==> config.mk <==
export PLATFORM = sky130hd
export DESIGN_NAME = haui_wb_arbiter
export DESIGN_NICKNAME = d
export VERILOG_FILES = /design/src/rtl/haui_wb_pkg.sv /design/src/rtl/haui_wb_watchdog.sv /design/src/rtl/haui_wb_arbiter.sv
export SDC_FILE = /design/constraint.sdc
export NUM_CORES = 1
export LEC_CHECK = 0
export CAP_MARGIN = 0
export CORE_AREA = 5 5 121 123
export DETAILED_ROUTE_END_ITERATION = 10
export DIE_AREA = 0 0 126 128
export GPL_TIMING_DRIVEN = 0
export RECOVER_POWER = 50
export SLEW_MARGIN = 20
export SYNTH_ARGS = -nofsm -noshare
export SYNTH_HDL_FRONTEND = slang
export SYNTH_SLANG_ARGS = --single-unit
==> constraint.sdc <==
create_clock -name wb_clk_i -period 4.9 [get_ports wb_clk_i]
set_input_delay 0.735 -clock wb_clk_i [delete_from_list [all_inputs] [get_ports wb_clk_i]]
set_output_delay 0.735 -clock wb_clk_i [all_outputs]
set_load 0.01 [all_outputs]
==> src/rtl/haui_wb_pkg.sv <==
// haui_wb_pkg: shared types and constants for the haui Wishbone arbiter.
//   arb_state_t  - arbiter FSM state (IDLE, GNT0, GNT1)
//   ARB_AW/DW    - default address/data widths
//   ARB_BAD_DATA - read data returned on a watchdog abort
//   arb_grant()  - one-hot grant vector for a given state
package haui_wb_pkg;

  localparam int unsigned ARB_AW = 32;
  localparam int unsigned ARB_DW = 32;

  localparam logic [31:0] ARB_BAD_DATA = 32'hBAD0_BAD0;

  typedef enum logic [1:0] {
    IDLE = 2'd0,
    GNT0 = 2'd1,
    GNT1 = 2'd2
  } arb_state_t;

  // One-hot owner encoding as seen on grant_o (00 = idle).
  function automatic logic [1:0] arb_grant(input arb_state_t s);
    logic [1:0] g;
    g = 2'b00;
    case (s)
      GNT0:    g = 2'b01;
      GNT1:    g = 2'b10;
      default: g = 2'b00;
    endcase
    return g;
  endfunction

endpackage

==> src/rtl/haui_wb_watchdog.sv <==
// haui_wb_watchdog: aborts slave cycles that stay unacknowledged too long.
// Only built when HAUI_ARB_TIMEOUT_EN is defined.
//   clk_i, rst_ni - clock, async active-low reset
//   clr_i         - grant is changing on this edge; restart the count
//   pend_i        - granted strobe outstanding and not acked this cycle
//   abort_o       - one-cycle abort pulse, registered
//   timeout_o     - sticky "watchdog fired" flag, cleared only by reset
`ifdef HAUI_ARB_TIMEOUT_EN
module haui_wb_watchdog #(
  parameter int unsigned TIMEOUT = 255
) (
  input  logic clk_i,
  input  logic rst_ni,
  input  logic clr_i,
  input  logic pend_i,
  output logic abort_o,
  output logic timeout_o
);

  localparam int unsigned CW = 16;

  logic [CW-1:0] cnt_q, cnt_d;
  logic          abort_q, abort_d;
  logic          tmo_q, tmo_d;

  // Count consecutive pending cycles; the abort cycle itself restarts the count
  // so a master that keeps strobing after the error gets a fresh window.
  always_comb begin
    cnt_d = cnt_q;
    if (clr_i || !pend_i || abort_q) begin
      cnt_d = '0;
    end else if (cnt_q != CW'(TIMEOUT)) begin
      cnt_d = cnt_q + CW'(1);
    end
    abort_d = (cnt_d == CW'(TIMEOUT));
    tmo_d   = tmo_q | abort_d;
  end

  always_ff @(posedge clk_i or negedge rst_ni) begin
    if (!rst_ni) begin
      cnt_q   <= '0;
      abort_q <= 1'b0;
      tmo_q   <= 1'b0;
    end else begin
      cnt_q   <= cnt_d;
      abort_q <= abort_d;
      tmo_q   <= tmo_d;
    end
  end

  assign abort_o   = abort_q;
  assign timeout_o = tmo_q;

endmodule
`endif

==> src/rtl/haui_wb_arbiter.sv <==
// haui_wb_arbiter: two-master / one-slave Wishbone classic arbiter.
// Round-robin on ties, bus locked to the owner for as long as its cyc is high.
// Optional watchdog (define HAUI_ARB_TIMEOUT_EN) terminates hung slave cycles
// with ack+err and sets a sticky timeout flag.
//   wb_clk_i, wb_rst_ni           - clock, async active-low reset
//   m0_*_i / m0_*_o               - master 0 (management SoC) request/response
//   m1_*_i / m1_*_o               - master 1 (debug/LA) request/response
//   s_*_o / s_ack_i, s_dat_i      - slave request/response
//   grant_o                       - registered one-hot owner, 00 = idle
//   timeout_o                     - sticky watchdog flag (0 when watchdog absent)
module haui_wb_arbiter
  import haui_wb_pkg::*;
#(
  parameter int unsigned AW      = ARB_AW,
  parameter int unsigned DW      = ARB_DW,
  parameter int unsigned TIMEOUT = 255
) (
  input  logic              wb_clk_i,
  input  logic              wb_rst_ni,

  input  logic              m0_cyc_i,
  input  logic              m0_stb_i,
  input  logic              m0_we_i,
  input  logic [DW/8-1:0]   m0_sel_i,
  input  logic [AW-1:0]     m0_adr_i,
  input  logic [DW-1:0]     m0_dat_i,
  output logic              m0_ack_o,
  output logic              m0_err_o,
  output logic [DW-1:0]     m0_dat_o,

  input  logic              m1_cyc_i,
  input  logic              m1_stb_i,
  input  logic              m1_we_i,
  input  logic [DW/8-1:0]   m1_sel_i,
  input  logic [AW-1:0]     m1_adr_i,
  input  logic [DW-1:0]     m1_dat_i,
  output logic              m1_ack_o,
  output logic              m1_err_o,
  output logic [DW-1:0]     m1_dat_o,

  output logic              s_cyc_o,
  output logic              s_stb_o,
  output logic              s_we_o,
  output logic [DW/8-1:0]   s_sel_o,
  output logic [AW-1:0]     s_adr_o,
  output logic [DW-1:0]     s_dat_o,
  input  logic              s_ack_i,
  input  logic [DW-1:0]     s_dat_i,

  output logic [1:0]        grant_o,
  output logic              timeout_o
);

  arb_state_t  state_q, state_d;
  logic        last_q, last_d;
  logic [1:0]  grant_q;
  logic        req_cyc, req_stb;
  logic        wdt_abort;
  logic [DW-1:0] rsp_dat;

  // Next-state: lock while the owner holds cyc; on release hand straight to
  // the other master if it is waiting; ties in IDLE go to the non-last master.
  always_comb begin
    state_d = state_q;
    last_d  = last_q;
    unique case (state_q)
      IDLE: begin
        if (m0_cyc_i && m1_cyc_i) begin
          state_d = last_q ? GNT0 : GNT1;
        end else if (m0_cyc_i) begin
          state_d = GNT0;
        end else if (m1_cyc_i) begin
          state_d = GNT1;
        end
      end
      GNT0: begin
        if (!m0_cyc_i) begin
          state_d = m1_cyc_i ? GNT1 : IDLE;
          last_d  = 1'b0;
        end
      end
      GNT1: begin
        if (!m1_cyc_i) begin
          state_d = m0_cyc_i ? GNT0 : IDLE;
          last_d  = 1'b1;
        end
      end
      default: state_d = IDLE;
    endcase
  end

  always_ff @(posedge wb_clk_i or negedge wb_rst_ni) begin
    if (!wb_rst_ni) begin
      state_q <= IDLE;
      last_q  <= 1'b1;
      grant_q <= 2'b00;
    end else begin
      state_q <= state_d;
      last_q  <= last_d;
      grant_q <= arb_grant(state_d);
    end
  end

  assign grant_o = grant_q;

  // Request mux from the current owner; everything is 0 when idle.
  always_comb begin
    req_cyc = 1'b0;
    req_stb = 1'b0;
    s_we_o  = 1'b0;
    s_sel_o = '0;
    s_adr_o = '0;
    s_dat_o = '0;
    case (state_q)
      GNT0: begin
        req_cyc = m0_cyc_i;
        req_stb = m0_cyc_i & m0_stb_i;
        s_we_o  = m0_we_i;
        s_sel_o = m0_sel_i;
        s_adr_o = m0_adr_i;
        s_dat_o = m0_dat_i;
      end
      GNT1: begin
        req_cyc = m1_cyc_i;
        req_stb = m1_cyc_i & m1_stb_i;
        s_we_o  = m1_we_i;
        s_sel_o = m1_sel_i;
        s_adr_o = m1_adr_i;
        s_dat_o = m1_dat_i;
      end
      default: ;
    endcase
  end

  // The abort cycle hides the request from the slave for that one cycle.
  assign s_cyc_o = req_cyc & ~wdt_abort;
  assign s_stb_o = req_stb & ~wdt_abort;

  // Response routing: only the owner sees ack/err/data, the other stalls.
  always_comb begin
    m0_ack_o = 1'b0;
    m0_err_o = 1'b0;
    m0_dat_o = '0;
    m1_ack_o = 1'b0;
    m1_err_o = 1'b0;
    m1_dat_o = '0;
    rsp_dat  = wdt_abort ? DW'(ARB_BAD_DATA) : s_dat_i;
    case (state_q)
      GNT0: begin
        m0_ack_o = s_ack_i | wdt_abort;
        m0_err_o = wdt_abort;
        m0_dat_o = rsp_dat;
      end
      GNT1: begin
        m1_ack_o = s_ack_i | wdt_abort;
        m1_err_o = wdt_abort;
        m1_dat_o = rsp_dat;
      end
      default: ;
    endcase
  end

`ifdef HAUI_ARB_TIMEOUT_EN
  // Pending is judged on the un-gated request so the count reflects the master.
  haui_wb_watchdog #(
    .TIMEOUT (TIMEOUT)
  ) u_wdt (
    .clk_i     (wb_clk_i),
    .rst_ni    (wb_rst_ni),
    .clr_i     (state_d != state_q),
    .pend_i    (req_cyc & req_stb & ~s_ack_i),
    .abort_o   (wdt_abort),
    .timeout_o (timeout_o)
  );
`else
  // No watchdog: a hung slave stalls its master indefinitely.
  logic unused_cfg;
  assign unused_cfg = ^TIMEOUT;
  assign wdt_abort  = 1'b0;
  assign timeout_o  = 1'b0;
`endif

endmodule

# Word level (Yosys, flattened, before mapping)
# Index checks and enable logic that the tools add are counted.
word_totals:
  register_bits: 5
  input_bits: 177
  output_inout_bits: 142
  wordCells: 38
classes:
  eq_ne: 6
  n_mux: 23
  n_bitwise: 2
  n_reduce_logical: 4
op_table:
  columns: ["operator", "n"]
  rows:
  - ["$pmux 32 s2", 2]
  - ["$mux 32", 2]
  - ["$mux 2", 7]
  - ["$pmux 1 s2", 4]
  - ["$pmux 4 s2", 1]
  - ["$pmux 2 s3", 1]
  - ["$mux 1", 5]
  - ["$eq 2x1->1 const B", 2]
  - ["$eq 2x2->1 const B", 2]
  - ["$ne 2x2->1 const B", 2]
  - ["$pmux 2 s2", 1]
  - ["$reduce_and 3->1", 1]
  - ["$and 1x1->1", 2]
  - ["$logic_not 2->1", 1]
  - ["$reduce_bool 2->1", 1]
  - ["$logic_and 1x1->1", 1]

# Longest topological paths before layout
depth:
  ltp_word: 6
  ltp_mapped: 7
  ltp_nobuf: 5

# Worst setup path after synthesis
# Ideal clock, no wire load.
synth_path:
  path_type: "register -> output"
  start: "register state_q[1]"
  end: "output s_adr_o[10]"
  t_arrival_ps: 1449
  required_ps: 4165
  setup_slack_ps: 2716
  path_stages_with_launch: 8
  path_buffers: 3
  path_cell_list: "dfrtp_1 inv_1 ha_1 buf_2 clkbuf_8 buf_2 a22oi_1 nor2b_1"
synth_via:
  elab_chain_cells: 2
  elab_cells_between_ends: 3
  cone_classes: "eq/ne (2); mux (1)"
synth_lines:
  columns: ["element", "line", "source"]
  rows:
  - ["from (decl)", "haui_wb_arbiter.sv:54", "arb_state_t state_q, state_d;"]
  - ["from (signal assigned)", "haui_wb_arbiter.sv:98", "state_q <= state_d;"]
  - ["$eq 2x2->1 / $eq 2x1->1 (equally long branches)", "haui_wb_arbiter.sv:114", "case (state_q)"]
  - ["$pmux 32 s2 *", "haui_wb_arbiter.sv:114", null]
  - ["to (decl)", "haui_wb_arbiter.sv:45", "output logic [AW-1:0] s_adr_o,"]
# Every way passes the cells marked *; elsewhere a longest branch is shown, timed or not.

# Final worst setup path
layout_path:
  start: "register state_q[1]"
  end: "output s_adr_o[23]"
# The elaborated chain is that of the path after synthesis.

==> key figures <==
Pwr
  – Comb pwr share: 90.1%
  – Pwr/cell area: 414 nW/um^2
  – Clk pwr share: 6.2%
  – Seq pwr share: 3.7%
  – P_sw: 0.990 mW
  – Sw frac: 44.4%
  – Peak supply drop: 0.205 mV
  – Leakage power: about 1.9 nW
  – P_int: 1.24 mW

Route
  – Vias per Instance: ~4.2
  – Drt first pass iters: 4
  – Antenna Nets Post-Route: 0
  – DRC: 0
  – Avg WL per Cell: 17.7 um
  – Initial drt markers: between 100 and 150
  – Total number of vias: 3243
  – Routed wire length: 13700 um

Clock tree
  – Largest buffer count on any clock path: 2
  – Total clock sinks: 5
  – Post-CTS Hold Buffers: 0
  – Post_cts resized: 0
  – CTS buffer count: 3
  – Worst-path clk slew: 30 ps
  – Skew-Pair Late Insertion Delay: ~230 ps
  – H-tree depth: 1
  – Clk root buf: clkbuf_16
  – Post-CTS Setup Bufs: 0
  – TritonCTS clock tree: done

Setup path
  – CP max stage delay: 580 ps
  – R2R cell count: 7
  – Slowest-stage cell, CP: clkbuf_1
  – Cell mode on critical path: clkbuf_1
  – CP delay by family, top: buffers and inverters
  – Worst Path Required: about 4200 ps
  – Kind of critical path: register to output pin
  – Reg2reg setup slack: 2460 ps
  – Crit-path cells: inv_1 > ha_1 > clkbuf_1 > clkbuf_1 > clkbuf_1 > a22oi_1 > nor2b_1 > clkdlybuf4s50_1
  – Worst r2r dst: last_q
  – CP Max Fanout: 10
  – CP Capture Type: output pin
  – Reg2Reg Launch Point: state_q[1]
  – Setup crit start kind: register
  – CP arrival: around 3200 ps
  – Crit path buf inv count: 5

Die
  – Die area: 16100 um^2
  – Initial Util: 14.4%
  – Die width: ~130 um
  – Die height: 128 um
  – Row count: 43
  – I/O Pins: 319
  – Core ar.: 13600 um^2

Worst hold path
  – WHS Path Cells: 1
  – Worst Min Path Start: last_q
  – Hold Crit Class: register to register
  – WHS Endpoint: last_q

Timing
  – Slew of the pin with the lowest slew margin: 702 ps
  – Setup violations, final: 0
  – Unrepaired setup endpoints after global routing: false
  – Hold Vio Cnt, Final: 0
  – Post-layout min period: ~4000 ps
  – Peak Freq: 253 MHz
  – Sum Neg Setup Slack: 0 ps
  – Final period util: between 80% and 90%
  – Final Max Tran Viols: 0
  – Slew margin rel.: approximately 53%
  – Setup Skew: ~0.16 ps
  – Post-route setup slack: 941 ps

Yosys
  – Predominant post-synthesis flop cell: dfrtp_1
  – EDFF count, synth: 0
  – Post-synthesis cell type count: 32
  – Gate count of the mapped netlist: 278
  – Synth Register Bits: 5
  – Sequential area share after synthesis: between 6 and 7%
  – Async set-reset flop share out of synthesis: 100%
  – Synthesized area: 1950 um^2
  – Synthesis warning total: 0
  – Mapped Avg Cell Area: around 7.0 um^2

Finish
  – Nets: 782
  – # fillers: 1421
  – P&R area growth vs syn: 176%
  – Most frequent cells in the layout: clkdlybuf4s50_1 (284), a22oi_1 (69), nor2b_1 (69)
  – Antenna cells: 0
  – Commonest non-fill, non-tap cell in the layout: clkdlybuf4s50_1
  – Post-Layout Inst Area: 5390 um^2
  – Share of layout cells above drive strength 1: under 10%

Placement
  – HPWL Detailed: 11800 um
  – Pre-CTS setup slack: 1700 ps
  – RD Place Congestion: between 0.8 and 0.9
  – IO Port Bufs: 314
  – Placement Cell Area: 5330 um^2

GRT
  – Vias in the first global route: 3457
  – Initial antenna violation count: 0
  – Total track usage: 15.5%
  – Total grt overflow: 0
  – First-pass GRT wire length: 20300 um
  – Pin count of the biggest net entering global routing: 11

Run status
  – Status: finished, final reports clean

Flow run
  – Max_cap viols: 0
[registers in the layout, summed over array words and instances (netlist names)]
name	flops
grant_o	2
state_q	2
last_q	1
[cell usage after synthesis (2+ instances only)]
library cell  count  area share (%)
a21boi_0          2            0.77
buf_4             3             1.2
and2_1           66              21
a22oi_1          69              27
a21oi_1           2            0.51
ha_1              6             3.8
nand3_1           2            0.51
buf_6             2             1.2
nor2b_1          69              22
clkbuf_1         22             4.2
inv_1             3            0.58
buf_2             6             1.5
dfrtp_1           4             5.1
nand2_1           4            0.77
[logic make-up after synthesis]
logic type | after synthesis | synth area share, %
AOI/OAI and AO/OA | 83 | 33.5
muxes | 2 | 1.28
DFF | 5 | 6.47
adders and majority gates | 6 | 3.85
and+or+nand+nor | 143 | 45.2
buffers and inverters | 38 | 9.55
other | 1 | 0.192
[through the flow]
| stage | hold WS [ps] | power (mW) | util, % | instances |
|---|---|---|---|---|
| 6_report | 507 | 2.23 | 39.7 | 778 |
| 5_1_grt | 518 | 2.40 | 39.7 | 778 |
| 4_1_cts | 507 | 2.31 | 39.9 | 778 |
| 3_5_place_dp | 503 | 2.16 | 39.3 | 774 |
| 3_3_place_gp | 502 | 2.14 | 39.3 | 774 |
| 2_1_floorplan | 439 | 1.08 | - | 280 |
[power by group through the flow]
stage          logic, mW  registers [mW]  clock network [mW]
6_report            2.01          0.0820               0.138
5_1_grt             2.17          0.0848               0.144
4_1_cts             2.09          0.0826               0.141
3_5_place_dp        2.08          0.0823                   0
3_3_place_gp        2.06          0.0814                   0
2_1_floorplan       1.00          0.0805                   0
[final cells by class]
cell class,count,area (um^2),share of cell area [%]
Tap cell,180,225,4.18
Inverter,4,15.0,0.279
Clock buffer,4,78.8,1.46
Sequential cell,5,126,2.35
Multi-Input combinational cell,237,1640,30.5
Buffer,34,156,2.90
Timing Repair Buffer,314,3140,58.4
[worst max-delay path by stage]
stage	depth (start not counted)	end	slack, ps	startpoint
after CTS	5	s_cyc_o	1410	state_q[1]
after detailed placement	5	s_cyc_o	1700	state_q[1]
after global routing	8	s_adr_o[23]	660	state_q[1]
after global placement	5	s_adr_o[31]	1710	state_q[1]
final	8	s_adr_o[23]	940	state_q[1]
after floorplan	7	s_adr_o[10]	2720	state_q[1]
[routing by layer]
layer / GRT usage (%) / up-vias / wire, um
met2: 28.9 / 117 / 7230
met3: 2.88 / 11 / 641
met1: 19.1 / 1514 / 5750
met4: 2.27 / 0 / 125
met5: 0 / - / 0
li1: - / 1601 / -
(Power assumes the default switching activity.)
